File: config.mk
export PLATFORM = sky130hd
export DESIGN_NAME = multicycle_core
export DESIGN_NICKNAME = d
export VERILOG_FILES = /design/src/rtl/multicycle_core.sv
export SDC_FILE = /design/constraint.sdc
export NUM_CORES = 2
export LEC_CHECK = 0
export CAP_MARGIN = 10
export CORE_AREA = 2 2 362 364
export CTS_BUF_LIST = sky130_fd_sc_hd__clkbuf_16
export CTS_CLUSTER_DIAMETER = 80
export DETAILED_ROUTE_END_ITERATION = 8
export DIE_AREA = 0 0 364 366
export PLACE_DENSITY_LB_ADDON = 0.2
export SLEW_MARGIN = 20
export SYNTH_ARGS = -nofsm -noshare
export SYNTH_HDL_FRONTEND = slang
export SYNTH_SLANG_ARGS = --single-unit
File: constraint.sdc
create_clock -name clk -period 52.1 [get_ports clk]
set_input_delay 10.42 -clock clk [delete_from_list [all_inputs] [get_ports clk]]
set_output_delay 10.42 -clock clk [all_outputs]
set_load 0.005 [all_outputs]
File: src/rtl/multicycle_core.sv
// rtl/multicycle_core.sv - multi-cycle core with one shared req/ack memory port
// Define STACK_OPS_EN to add the sp register and PUSH/POP/CALL/RET.
module multicycle_core #(
   parameter int DATA_W = 32,
   parameter int REG_AW = 5,
   parameter int ADDR_W = 16,
`ifdef STACK_OPS_EN
   parameter logic [ADDR_W-1:0] STACK_TOP = 16'hFFFF,
`endif
   parameter logic [ADDR_W-1:0] RESET_PC = '0
) (
   input  logic              clk,
   input  logic              reset,
   output logic              mem_req,
   output logic              mem_we,
   output logic [ADDR_W-1:0] mem_addr,
   output logic [DATA_W-1:0] mem_wdata,
   input  logic [DATA_W-1:0] mem_rdata,
   input  logic              mem_ack,
   output logic              halted,
   output logic [ADDR_W-1:0] pc_out
);

   typedef enum logic [2:0] {S_FETCH, S_DECODE, S_EXEC, S_MEM, S_WB, S_HALT} state_t;

   state_t            state;
   logic [31:0]       ir;
   logic [ADDR_W-1:0] pc;
   logic [DATA_W-1:0] regs [2**REG_AW];
   logic [DATA_W-1:0] a, b, imm, res;
`ifdef STACK_OPS_EN
   logic [ADDR_W-1:0] sp;
`endif

   logic [5:0]        op, funct;
   logic [REG_AW-1:0] rs, rt, rd, dest;
   logic [DATA_W-1:0] alu_y, sum;
   logic [ADDR_W-1:0] jmp_pc;
   logic              taken, is_load, runs;

   assign op     = ir[31:26];
   assign funct  = ir[5:0];
   assign rs     = ir[21 +: REG_AW];
   assign rt     = ir[16 +: REG_AW];
   assign rd     = ir[11 +: REG_AW];
   assign pc_out = pc;

   always_comb begin
      sum = a + imm;
      case (funct)
         6'h20:   alu_y = a + b;
         6'h22:   alu_y = a - b;
         6'h24:   alu_y = a & b;
         6'h25:   alu_y = a | b;
         6'h26:   alu_y = a ^ b;
         6'h2A:   alu_y = DATA_W'($signed(a) < $signed(b));
         default: alu_y = '0;
      endcase
      // pc has already advanced past the branch, so the offset is relative to pc+1
      taken  = (a == b) ^ (op == 6'h05);
      jmp_pc = ADDR_W'(ir[25:0]);
      if (op == 6'h04 || op == 6'h05)
         jmp_pc = taken ? pc + ADDR_W'($signed(imm)) : pc;
      dest    = (op == 6'h00) ? rd : rt;
      is_load = (op == 6'h23);
      case (op)
         6'h00:   runs = funct inside {6'h20, 6'h22, 6'h24, 6'h25, 6'h26, 6'h2A};
         6'h02, 6'h04, 6'h05, 6'h08, 6'h23, 6'h2B: runs = 1'b1;
`ifdef STACK_OPS_EN
         6'h30, 6'h31, 6'h32, 6'h33: runs = 1'b1;
`endif
         default: runs = 1'b0;
      endcase
`ifdef STACK_OPS_EN
      is_load = is_load || (op == 6'h31);
`endif
   end

   always_ff @(posedge clk or posedge reset) begin
      if (reset) begin
         state     <= S_FETCH;
         pc        <= RESET_PC;
         ir        <= '0;
         a         <= '0;
         b         <= '0;
         imm       <= '0;
         res       <= '0;
         mem_req   <= 1'b0;
         mem_we    <= 1'b0;
         mem_addr  <= '0;
         mem_wdata <= '0;
         halted    <= 1'b0;
         for (int i = 0; i < 2**REG_AW; i++) regs[i] <= '0;
`ifdef STACK_OPS_EN
         sp        <= STACK_TOP;
`endif
      end else begin
         case (state)
            S_FETCH: begin
               if (!mem_req) begin
                  mem_req  <= 1'b1;
                  mem_we   <= 1'b0;
                  mem_addr <= pc;
               end else if (mem_ack) begin
                  ir      <= 32'(mem_rdata);
                  pc      <= pc + ADDR_W'(1);
                  mem_req <= 1'b0;
                  state   <= S_DECODE;
               end
            end
            S_DECODE: begin
               a   <= regs[rs];
               b   <= regs[rt];
               imm <= DATA_W'($signed(ir[15:0]));
               if (runs) begin
                  state <= S_EXEC;
               end else begin
                  halted <= 1'b1;
                  state  <= S_HALT;
               end
            end
            S_EXEC: begin
               case (op)
                  6'h00: begin res <= alu_y; state <= S_WB; end
                  6'h08: begin res <= sum;   state <= S_WB; end
                  6'h23, 6'h2B: begin
                     mem_req   <= 1'b1;
                     mem_we    <= (op == 6'h2B);
                     mem_addr  <= ADDR_W'(sum);
                     mem_wdata <= b;
                     state     <= S_MEM;
                  end
                  6'h02, 6'h04, 6'h05: begin
                     pc       <= jmp_pc;
                     mem_req  <= 1'b1;
                     mem_we   <= 1'b0;
                     mem_addr <= jmp_pc;
                     state    <= S_FETCH;
                  end
`ifdef STACK_OPS_EN
                  6'h30, 6'h32: begin
                     sp        <= sp - ADDR_W'(1);
                     mem_req   <= 1'b1;
                     mem_we    <= 1'b1;
                     mem_addr  <= sp - ADDR_W'(1);
                     mem_wdata <= (op == 6'h30) ? b : DATA_W'(pc);
                     if (op == 6'h32) pc <= ADDR_W'(ir[25:0]);
                     state     <= S_MEM;
                  end
                  6'h31, 6'h33: begin
                     sp       <= sp + ADDR_W'(1);
                     mem_req  <= 1'b1;
                     mem_we   <= 1'b0;
                     mem_addr <= sp;
                     state    <= S_MEM;
                  end
`endif
                  default: begin halted <= 1'b1; state <= S_HALT; end
               endcase
            end
            S_MEM: begin
               if (mem_ack) begin
                  mem_we <= 1'b0;
                  if (is_load) begin
                     res     <= mem_rdata;
                     mem_req <= 1'b0;
                     state   <= S_WB;
`ifdef STACK_OPS_EN
                  end else if (op == 6'h33) begin
                     pc       <= ADDR_W'(mem_rdata);
                     mem_addr <= ADDR_W'(mem_rdata);
                     state    <= S_FETCH;
`endif
                  end else begin
                     // stores chain straight into the next fetch without dropping mem_req
                     mem_addr <= pc;
                     state    <= S_FETCH;
                  end
               end
            end
            S_WB: begin
               if (dest != '0) regs[dest] <= res;
               mem_req  <= 1'b1;
               mem_we   <= 1'b0;
               mem_addr <= pc;
               state    <= S_FETCH;
            end
            default: state <= S_HALT;
         endcase
      end
   end

endmodule

Word-level counts from Yosys, hierarchy flattened
Index checks and enable logic that the tools add are counted.
{"block": "word_totals", "ff_bits": 1238, "input_bits": 35}
{"block": "classes", "n_addsub": 5, "magnitude_cmp": 5, "eq_ne": 29, "muxes": 47, "n_bitwise": 7, "n_reduce_logical": 26}
{"cell": "$bwmux 1024", "count": 1}
{"cell": "$bmux 32 s5", "count": 2}
{"cell": "$mux 32", "count": 7}
{"cell": "$pmux 32 s6", "count": 1}
{"cell": "$demux 32 s5", "count": 1}
{"cell": "$mux 16", "count": 8}
{"cell": "$pmux 32 s2", "count": 2}
{"cell": "$add 32x32->32", "count": 2}
{"cell": "$pmux 16 s2", "count": 2}
{"cell": "$pmux 16 s4", "count": 1}
{"cell": "$eq 6x6->1 const B", "count": 8}
{"cell": "$and 32x32->32", "count": 1}
{"cell": "$eq 32x32->1", "count": 1}
{"cell": "$lt 32x32->1", "count": 1}
{"cell": "$or 32x32->32", "count": 1}
{"cell": "$sub 32x32->32", "count": 1}
{"cell": "$xor 32x32->32", "count": 1}
{"cell": "$ne 2x2->1 const B", "count": 10}
{"cell": "$ge 6x6->1 const B", "count": 3}
{"cell": "$not 5->6", "count": 3}
{"cell": "$add 16x1->16 const B", "count": 1}
{"cell": "$add 16x16->16", "count": 1}
{"cell": "$reduce_and 4->1", "count": 4}
{"cell": "$mux 3", "count": 5}
{"cell": "31 further kinds", "count": 51}

Depth between registers and ports, before layout
{"block": "logic_depth", "ltp_word": 8, "depth_mapped": 14, "ltp_nobuf": 14}

Worst setup path before layout
Ideal clock, no wire load.
{"block": "synth_path", "path_type": "input to register", "startpoint": "input mem_ack", "endpoint": "register mem_wdata[4]", "setup_time_ns": 0.130, "arrival_ns": 11.973, "setup_slack_ns": 39.997, "stages": 11, "path_buffers": 3, "cell_sequence": "clkbuf_1 > nand2b_1 > o21ai_1 > o21ai_0 > o21ai_1 > nor2_1 > nand2_1 > clkbuf_1 > clkbuf_1 > nand2_1 > o21ai_0"}
{"item": "start, declared", "line_no": "19", "source": "input logic mem_ack,"}
{"item": "end signal, assigned", "line_no": "91", "source": "mem_wdata <= '0;"}
{"item": "end signal, assigned", "line_no": "130", "source": "mem_wdata <= b;"}
{"item": "end, declared", "line_no": "17", "source": "output logic [DATA_W-1:0] mem_wdata,"}

==> results.cfg <==
[sta]
rsz0062_at_grt = no
finalSetupTns_ns = 0
slew_violations = 0
worst_slew_margin_rel_pct = 23.6
worst_slew_pin_slew_ns = 1.14
max_freq_ghz = 0.0755
finalClockSkew_ns = 0.0301
min_period_ns = 13.25
setup_viol = 0
fin_crit_sh_pct = 25.4
fin_hold_ws_ns = 0.391
hold_viol = 0

[synth]
ys_async_sr_fraction_pct = 100
yosys.cell_types.count = 93
seq_area_frac_synth_pct = 43.8
yosys.area.top_type = dfrtp_1
synth_nets = 5492
syn_area_sq_um = 70700
post_synth.cell_area_avg_sq_um = 13.3
synth_edf_count = 0
netlist.area_leader.share_pct = 43.8
synth_flop_cell = dfrtp_1
syn_inst = 5306
ys_ff_latch = 1238
yosysWarnings = 0
ys_top_cells_by_area = dfrtp_1, mux4_2, mux2_2

[critical_path]
max_stage_delay_ns = 0.88
crit_type = input port to async pin
path_buf_inv = 5
crit_top_cell = buf_4
cp.arrival_ns = 14.01
critPathSlowestCell = buf_4
worstSetupEndpointType = async pin
crit_chain = clkdlybuf4s50_1 -> inv_8 -> buf_4 -> buf_12 -> buf_4
crit_required_ns = 52.86
critPathMaxFanout = 179
start_kind = input port
cp_top_family = buffers and inverters

[final_layout]
stdcell_area_sq_um = 77100
layout-drive-gt1-share_pct = 38.2
final_cell_mix = dfrtp_1, mux2_2, mux4_2
multi_input_area_sq_um = 37400
fillers = 9921
seq_area_sq_um = 31000
area_growth_pct = 9.09
nets = 5317
diodes = 0
final_common_cell = dfrtp_1

[grt]
grt_max_degree = 180
grt_pass1_vias = 47800
grt_pass1_wl_microns = 319000
grt-ovfl-total = 0
antenna_found_initial = 5
track_usage_pct = 32.4

[routing]
drc = 0
first_iter_violations = 5321
drt_wl_total_microns = 213000
via_count = 47800
first_pass_iters = 5
drtAntennaViolNets = 0
drt-wirelength-per-cell_microns = 30.5
vias_per_cell = 6.84

[floorplanning]
die_h_microns = 366
die_w_microns = 364
design.die.area_sq_um = 133000
fp-row-count = 132
fp.coreArea_sq_um = 129000
io_pins = 102
initial_core_util_pct = 54.8

[pwr]
p_leak_nw = 33.9
power_density_nw_per_um2 = 24.8
vdd_ir_drop_max_mv = 0.0202
p_sw_share_pct = 22.5
p_total_mw = 1.91
p_switching_mw = 0.431
pwr-share-seq_pct = 50.2
pwr-share-comb_pct = 1.3
intPower_mw = 1.48
clkPwrFrac_pct = 48.5

[cts]
ctsResizeCount = 0
cts.sinks = 1238
clk_path_buf_depth = 3
cts_max_level = 4
cts_buffers = 136
cts.clk_slew.worst_paths_ns = 0.06
cts_setup_buffers = 0
holdBufCountCts = 0
cts_tree = yes
insertion_delay_ns = 0.77
cts_root_buffer = clkbuf_16

[placed_design]
gp_congestion = 0.968
hpwl_microns = 127000
place_area_sq_um = 72800
port-buffer-count = 101

[outcome]
status = completed

[hold_path]
hold_class = flip-flop to flip-flop

[run]
max_cap_viol_count = 0
## stage by stage
stage	worst slack (ns)	utilization, %	instances
2_1_floorplan	6.80	-	5306
3_3_place_gp	37.47	56.4	6733
3_5_place_dp	37.44	56.4	6734
4_1_cts	38.29	59.7	6978
5_1_grt	38.33	59.8	6979
6_report	38.85	59.8	6979
## path summary, 6_finish.rpt
kind,endpoint,from,slack (ns),cells after the start
max in group clk,mem_wdata[31],mem_ack,39.56,9
worst min register to register,regs[1005],regs[1005],0.39,0
worst max-delay path,regs[452],reset,38.85,5
min in group asynchronous,mem_addr[0],reset,10.09,2
worst min-delay path,regs[1005],regs[1005],0.39,0
worst max register to register,regs[252],ir[27],47.39,8
## logic make-up after synthesis
logic type	count (synthesis)	share of synthesized area, %
DFF	1238	43.8
and+or+nand+nor	746	4.76
buffers and inverters	619	3.59
AOI/OAI and AO/OA	767	6.77
xor gates and xnor gates	55	0.703
muxes	1730	37.6
adders and majority gates	151	2.72
## registers in the layout, summed over array words and instances, names as in the netlist
name and cells:
mem_addr 16, mem_req 1, pc_out 16, a 32, ir 32, mem_wdata 32
res 32, state 3, mem_we 1, halted 1, imm 16, regs 1024
b 32
## per-layer routing
layer  GRT usage (%)  share of wire, %  up-vias  wire length [microns]
li1                -                 -    19800                      -
met1            46.4                41    25400                  87800
met2            49.4                46     2140                  98900
met3            6.25               8.5      442                  18100
met4            12.0               3.8        0                   8110
met5               0                 0        -                      0
## synth_stat cells (all sizes together), types with 27 or more instances
| library cell | count |
|---|---|
| a21oi | 185 |
| mux2 | 1004 |
| dfrtp | 1238 |
| buf | 156 |
| mux4 | 640 |
| nand3 | 53 |
| clkbuf | 343 |
| o21ai | 266 |
| a211oi | 27 |
| xnor2 | 41 |
| ha | 147 |
| nor3 | 39 |
| a21o | 38 |
| nand2 | 328 |
| a31oi | 30 |
| mux2i | 86 |
| inv | 117 |
| o211ai | 29 |
| nor2 | 174 |
## power by group through the flow
stage / clock network [mW] / registers, mW / logic [mW]
after floorplan: 0 / 0.981 / 0.0141
after global placement: 0 / 0.979 / 0.0253
after detailed placement: 0 / 0.979 / 0.0253
after CTS: 0.941 / 0.961 / 0.0253
after global routing: 0.981 / 0.961 / 0.0284
final: 0.929 / 0.962 / 0.0245
## final cells by class
type / count / area share [%]
Inverter: 120 / 0.594
Timing Repair Buffer: 186 / 2.31
Multi-Input combinational cell: 3449 / 48.5
Tap cell: 1742 / 2.83
Sequential cell: 1238 / 40.3
Clock inverter: 102 / 0.864
Clock buffer: 142 / 4.61
Note: power is estimated with default switching activity, not from simulation.
